**src/rtl/mux_arb_reg_if.sv**
```systemverilog
// Channel-side and consumer-side signals of the registered N:1 selector.
// Direction names are from the point of view of the selector (slave).
interface mux_arb_reg_if #(
    parameter int WIDTH = 2,
    parameter int NCH   = 16
);
    localparam int SELW = (NCH > 1) ? $clog2(NCH) : 1;

    logic [NCH*WIDTH-1:0] in_data;
    logic [NCH-1:0]       in_valid;
    logic [NCH-1:0]       in_ready;
    logic                 mode;
    logic [SELW-1:0]      select;
    logic [WIDTH-1:0]     out_data;
    logic [SELW-1:0]      out_chan;
    logic                 out_valid;
    logic                 out_ready;

    modport master (
        output in_data, in_valid, mode, select, out_ready,
        input  in_ready, out_data, out_chan, out_valid
    );

    modport slave (
        input  in_data, in_valid, mode, select, out_ready,
        output in_ready, out_data, out_chan, out_valid
    );
endinterface

```
**src/rtl/mux_arb_reg.sv**
```systemverilog
// N-channel registered selector with valid/ready on every channel, a single
// output register with backpressure, and fixed or round-robin channel choice.
module mux_arb_reg #(
    parameter int WIDTH = 2,
    parameter int NCH   = 16
) (
    input  logic          clk,
    input  logic          rst,
    mux_arb_reg_if.slave  bus
);
    localparam int              SELW    = (NCH > 1) ? $clog2(NCH) : 1;
    localparam logic [SELW:0]   NCH_W   = (SELW+1)'(NCH);
    localparam logic [SELW-1:0] LAST_CH = SELW'(NCH - 1);

    logic [WIDTH-1:0] ch_data [NCH];
    logic [NCH-1:0]   in_ready_vec;

    logic [SELW-1:0]  rr_ptr_reg, rr_ptr_next;
    logic [WIDTH-1:0] out_data_reg, out_data_next;
    logic [SELW-1:0]  out_chan_reg, out_chan_next;
    logic             out_valid_reg, out_valid_next;

    logic             load_en;
    logic             sel_ok;
    logic             rr_found;
    logic [SELW-1:0]  rr_chan;
    logic [SELW:0]    scan_sum;
    logic [SELW-1:0]  scan_idx;
    logic             grant;
    logic [SELW-1:0]  grant_chan;
    logic             xfer;

    assign load_en = !out_valid_reg || bus.out_ready;
    assign xfer    = load_en && grant;

    generate
        for (genvar gi = 0; gi < NCH; gi++) begin : g_ch
            assign ch_data[gi]      = bus.in_data[gi*WIDTH +: WIDTH];
            assign in_ready_vec[gi] = xfer && (grant_chan == SELW'(gi));
        end
    endgenerate

    assign bus.in_ready = in_ready_vec;

    // Scan starts one past the last round-robin winner, so the previous winner
    // is only re-granted once every other channel has been passed over.
    always_comb begin
        rr_found = 1'b0;
        rr_chan  = '0;
        scan_sum = '0;
        scan_idx = '0;
        for (int k = 1; k <= NCH; k++) begin
            scan_sum = {1'b0, rr_ptr_reg} + (SELW+1)'(k);
            if (scan_sum >= NCH_W) begin
                scan_sum = scan_sum - NCH_W;
            end
            scan_idx = scan_sum[SELW-1:0];
            if (!rr_found && bus.in_valid[scan_idx]) begin
                rr_found = 1'b1;
                rr_chan  = scan_idx;
            end
        end
    end

    assign sel_ok = ({1'b0, bus.select} < NCH_W);

    always_comb begin
        grant      = 1'b0;
        grant_chan = '0;
        if (bus.mode) begin
            grant      = rr_found;
            grant_chan = rr_chan;
        end else if (sel_ok) begin
            grant      = bus.in_valid[bus.select];
            grant_chan = bus.select;
        end
    end

    always_comb begin
        rr_ptr_next    = rr_ptr_reg;
        out_data_next  = out_data_reg;
        out_chan_next  = out_chan_reg;
        out_valid_next = out_valid_reg;
        if (xfer) begin
            out_data_next  = ch_data[grant_chan];
            out_chan_next  = grant_chan;
            out_valid_next = 1'b1;
            if (bus.mode) begin
                rr_ptr_next = grant_chan;
            end
        end else if (bus.out_ready) begin
            // Drained with nothing to replace it: data/chan keep the last word.
            out_valid_next = 1'b0;
        end
    end

    always_ff @(posedge clk) begin
        if (rst) begin
            rr_ptr_reg    <= LAST_CH;
            out_data_reg  <= '0;
            out_chan_reg  <= '0;
            out_valid_reg <= 1'b0;
        end else begin
            rr_ptr_reg    <= rr_ptr_next;
            out_data_reg  <= out_data_next;
            out_chan_reg  <= out_chan_next;
            out_valid_reg <= out_valid_next;
        end
    end

    assign bus.out_data  = out_data_reg;
    assign bus.out_chan  = out_chan_reg;
    assign bus.out_valid = out_valid_reg;
endmodule

```
**src/flat_wrapper.sv**
```systemverilog
// flat-port wrapper written by rule: the top's interface ports become plain ports
module mux_arb_reg_flat 
#(
    parameter int WIDTH = 2,
    parameter int NCH   = 16
)
  (clk, rst, bus_in_data, bus_in_valid, bus_mode, bus_select, bus_out_ready, bus_in_ready, bus_out_data, bus_out_chan, bus_out_valid);
  mux_arb_reg_if #(.WIDTH(WIDTH), .NCH(NCH)) bus_i ();
  input  logic clk;
  input  logic rst;
  input wire logic [$bits(bus_i.in_data)-1:0] bus_in_data;
  input wire logic [$bits(bus_i.in_valid)-1:0] bus_in_valid;
  input wire logic [$bits(bus_i.mode)-1:0] bus_mode;
  input wire logic [$bits(bus_i.select)-1:0] bus_select;
  input wire logic [$bits(bus_i.out_ready)-1:0] bus_out_ready;
  output wire logic [$bits(bus_i.in_ready)-1:0] bus_in_ready;
  output wire logic [$bits(bus_i.out_data)-1:0] bus_out_data;
  output wire logic [$bits(bus_i.out_chan)-1:0] bus_out_chan;
  output wire logic [$bits(bus_i.out_valid)-1:0] bus_out_valid;
  assign bus_i.in_data = bus_in_data;
  assign bus_i.in_valid = bus_in_valid;
  assign bus_i.mode = bus_mode;
  assign bus_i.select = bus_select;
  assign bus_i.out_ready = bus_out_ready;
  assign bus_in_ready = bus_i.in_ready;
  assign bus_out_data = bus_i.out_data;
  assign bus_out_chan = bus_i.out_chan;
  assign bus_out_valid = bus_i.out_valid;
  mux_arb_reg #(.WIDTH(WIDTH), .NCH(NCH)) u_core (.clk(clk), .rst(rst), .bus(bus_i));
endmodule
```
**config.mk**
```make
export PLATFORM = sky130hd
export DESIGN_NAME = mux_arb_reg_flat
export DESIGN_NICKNAME = d
export VERILOG_FILES = /design/src/rtl/mux_arb_reg_if.sv /design/src/rtl/mux_arb_reg.sv /design/src/flat_wrapper.sv
export SDC_FILE = /design/constraint.sdc
export NUM_CORES = 1
export LEC_CHECK = 0
export CAP_MARGIN = 0
export CORE_UTILIZATION = 30
export DETAILED_ROUTE_END_ITERATION = 10
export GPL_ROUTABILITY_DRIVEN = 1
export PLACE_DENSITY = 0.62
export SYNTH_ARGS = -nofsm -noshare
export SYNTH_HDL_FRONTEND = slang
export SYNTH_SLANG_ARGS = --single-unit
```
**constraint.sdc**
```tcl
create_clock -name clk -period 6.71 [get_ports clk]
set_input_delay 1.342 -clock clk [delete_from_list [all_inputs] [get_ports clk]]
set_output_delay 1.342 -clock clk [all_outputs]
set_load 0.01 [all_outputs]
```
==> results.yml <==
status:
  status: "finished, final reports clean"
logic_synthesis:
  synth-adder-area-share: 0.0302
  synthesis.yosys.warnings: 0
  synth.mux.area_fraction: 0.376
  netlist_instances: 398
  synthTopCellsByCount: "sky130_fd_sc_hd__nand2_1, sky130_fd_sc_hd__mux2i_1, sky130_fd_sc_hd__nor2_1"
  synth-compound-area-share: 0.208
  yosysMostFrequentCell: "sky130_fd_sc_hd__nand2_1"
  syn-cell-area_um2: 3310
  synth.top_cells.by_area: "sky130_fd_sc_hd__mux4_2, sky130_fd_sc_hd__mux2i_1, sky130_fd_sc_hd__dfxtp_1"
  synth-main-ff-cell: "sky130_fd_sc_hd__dfxtp_1"
  synth_top_family_by_area: "multiplexers"
  synthesis.nets: 462
  synthArstFlopShare: 0
  synth_seq_cells: 11
  synth-edff-count: 0
  synth-seq-area-share: 0.0665
  synth.largest_area_cell: "sky130_fd_sc_hd__mux4_2"
  yosys.area_share.simple: 0.238
  yosys.area_share.xor_xnor: 0.0318
  netlist-cell-type-count: 75
  synthesized_area_divided_by_synthesized_cell_count_um2: 8.32
  top_area_cell_type_share_of_the_netlist_area: 0.157
setup_path:
  critical_path.slowest_cell: "sky130_fd_sc_hd__mux4_2"
  critical_path_peak_fanout: 5
  critical_path.n_buffers_inverters: 9
  critPathTopFamily: "buffers and inverters"
  worst_setup_endpoint: "bus_in_ready[12]"
  critical-path-max-stage-delay_ps: 540
  reg2reg_setup_slack_ps: 1750
  worstReg2RegStart: "u_core.rr_ptr_reg[1]"
  cp.depth: 21
  critical_path_required_ps: 5370
  worstPathCellList: "clkdlybuf4s50_1 -> mux4_2 -> buf_4 -> buf_4 -> mux2_2 -> mux2i_4 -> buf_4 -> buf_4 -> a21oi_1 -> o21ai_1 -> a2111oi_2 -> buf_4 -> o31ai_2 -> o311a_1 -> a21oi_2 -> buf_4 -> and2_1 -> buf_4 -> nand2_1 -> nor2_1 -> dlygate4sd2_1"
  setup.worst_path.end_class: "output port"
  critPathArrivalTime_ps: 5200
  critical_path_launch_point: "bus_in_valid[4]"
  worst_setup_path_start_kind: "input port"
  r2r-end: "u_core.bus.out_data[1]"
  worstRegToRegCells: 18
  worst_path_most_repeated_cell: "sky130_fd_sc_hd__buf_4"
  crit_type: "in -> out"
clock_tree:
  ctsHtreeMaxLevel: 1
  clk_root_buffer_cell: "sky130_fd_sc_hd__clkbuf_8"
  postCtsHoldBufs: 0
  tritoncts_sink_count: 11
  worst_setup_hold_path_clk_slew_ps: 60
  max-clock-path-buffers: 2
  cts-buffers-inserted: 3
  tritoncts: "built"
  clock_network_latency_to_the_later_pin_of_the_worst_skew_pair_ps: 240
placement:
  numPortBuffers: 78
  place_ws_ps: -306
  finalWeightedCongestion: 0.900
  hpwlAfterDp_mm: 9.68
  placed_cell_area_um2: 4820
global_routing:
  globalRouteTotalUtil: 0.213
  grt_antenna_before_repair: 0
  grt_remaining_overflow: 0
  via_count_of_the_first_global_routing_pass: 3988
  grt_start_max_net_pins: 28
  grt_pass1_wl_mm: 19.5
floorplanning:
  design.core.area_um2: 10500
  fp-row-count: 37
  ioPinCount: 79
  die_area_um2: 11500
  dieHeight_um: 107
  initial_core_util: 0.315
  die_w_um: 107
routing:
  postRouteAntennaNets: 0
  detailroute.via_count: 3971
  drt_first_iter_violations: 281
  viasPerCell: 5.67
  routed_wire_length_per_instance_um: 17.5
  routed_wl_mm: 12.3
  remaining_drc_errors: 0
  first_pass_drt_iterations: 4
timing:
  fmax_mhz: 153
  postLayoutSetupSlackWorst_ps: 171
  max-slew-margin-rel: 0.441
  hold-worst-slack_ps: 495
  period_minus_slack_ps: 6540
  finClkSkew_ps: 4.47
  hold_viol: 0
  least_margin_pin_slew_ps: 832
  timing.final.crit_share: 0.975
  setup_viol: 0
  final_max_slew_viol_count: 0
pwr:
  fin_total_pwr_uw: 3000
  irDropWorstVdd_v: 0.000222
  powerDensity_nw_per_um2: 596
  power.static_leakage_uw: 0.00215
finish:
  syn2layout_area_growth_pct: 52.1
  final_cell_area_um2: 5030
  n_antenna_cell: 0
  nNetsFinal: 629
  final_layout_size_suffix_gt1_frac: 0.324
job:
  drv_cap: 0
hold_path:
  timing.hold.worst.class: "reg -> reg"
worst min-delay path by stage:
| stage | to | cells after the start | slack (ps) | start |
|---|---|---|---|---|
| after floorplan | u_core.bus.out_chan[0] | 2 | 510 | u_core.bus.out_chan[0] |
| after global placement | u_core.bus.out_chan[0] | 2 | 480 | u_core.bus.out_chan[0] |
| after detailed placement | u_core.bus.out_chan[1] | 2 | 490 | u_core.bus.out_chan[1] |
| after CTS | u_core.bus.out_chan[1] | 2 | 500 | u_core.bus.out_chan[1] |
| after global routing | u_core.bus.out_chan[3] | 2 | 540 | u_core.bus.out_chan[3] |
| final | u_core.bus.out_chan[1] | 2 | 490 | u_core.bus.out_chan[1] |
layer usage:
metal | vias to the layer above | part of all wire | GRT usage
li1 | 1877 | - | -
met1 | 1892 | 0.41 | 0.270
met2 | 171 | 0.49 | 0.358
met3 | 31 | 0.066 | 0.0322
met4 | 0 | 0.033 | 0.0890
met5 | - | 0 | 0
worst min-delay path, stage by stage, from the launching register on:
cell and delay [ps]:
sky130_fd_sc_hd__dfxtp_1 320, sky130_fd_sc_hd__mux2i_1 70, sky130_fd_sc_hd__nor2_1 70
cell usage in the layout (no fill, tap or decap), types with 5 or more instances in the layout:
| cell | Yosys | final |
|---|---|---|
| sky130_fd_sc_hd__a21oi_1 | 16 | 14 |
| sky130_fd_sc_hd__a22oi_1 | 9 | 9 |
| sky130_fd_sc_hd__a31oi_1 | 5 | 5 |
| sky130_fd_sc_hd__and2_1 | 5 | 5 |
| sky130_fd_sc_hd__buf_4 | 3 | 106 |
| sky130_fd_sc_hd__clkdlybuf4s50_1 | 0 | 54 |
| sky130_fd_sc_hd__dfxtp_1 | 11 | 11 |
| sky130_fd_sc_hd__dlygate4sd2_1 | 0 | 18 |
| sky130_fd_sc_hd__ha_1 | 8 | 8 |
| sky130_fd_sc_hd__inv_1 | 8 | 8 |
| sky130_fd_sc_hd__mux2_2 | 14 | 14 |
| sky130_fd_sc_hd__mux2i_1 | 40 | 35 |
| sky130_fd_sc_hd__mux2i_2 | 1 | 5 |
| sky130_fd_sc_hd__mux4_2 | 23 | 26 |
| sky130_fd_sc_hd__nand2_1 | 43 | 43 |
| sky130_fd_sc_hd__nand2b_1 | 8 | 8 |
| sky130_fd_sc_hd__nand3_1 | 12 | 12 |
| sky130_fd_sc_hd__nor2_1 | 35 | 35 |
| sky130_fd_sc_hd__nor2b_1 | 6 | 6 |
| sky130_fd_sc_hd__nor3_1 | 17 | 14 |
| sky130_fd_sc_hd__o211ai_1 | 7 | 7 |
| sky130_fd_sc_hd__o21ai_0 | 13 | 10 |
| sky130_fd_sc_hd__o21ai_1 | 4 | 7 |
| sky130_fd_sc_hd__xnor2_1 | 7 | 7 |
| sky130_fd_sc_hd__xor2_1 | 5 | 5 |
per-stage QoR:
stage | utilization | setup TNS (ps) | cells
2_1_floorplan | - | 0 | 398
3_3_place_gp | 0.459 | -3040 | 680
3_5_place_dp | 0.459 | -3700 | 680
4_1_cts | 0.471 | 0 | 696
5_1_grt | 0.479 | -9.85 | 700
6_report | 0.479 | 0 | 700
cells by family after synthesis:
kind of cell / count (synthesis)
simple gates: 155
compound gates: 95
mux: 84
buf+inv: 33
xor+xnor: 12
flops: 11
fa+ha+maj: 8
power by group:
| group | internal [uW] | switching (uW) |
|---|---|---|
| clock network | 41.9 | 27.8 |
| logic | 1370 | 1450 |
| registers | 87.2 | 23.1 |
timing repair:
action,in CTS,in global routing
endpoints found under the hold margin,0,0
buffers inserted,11,4
endpoints found under the setup margin,16,16
gates cloned,1,0
resized for setup,32,25
pin swaps,6,5
final cells by class:
type | count | area [um^2]
fillers | 1029 | 5480
multi-input cells | 354 | 3000
repair buffers | 186 | 1560
flip-flops and latches | 11 | 220
well taps | 136 | 170
clock buffers | 4 | 45.0
inverters | 9 | 33.8
Power figures use the tool's default switching activity.
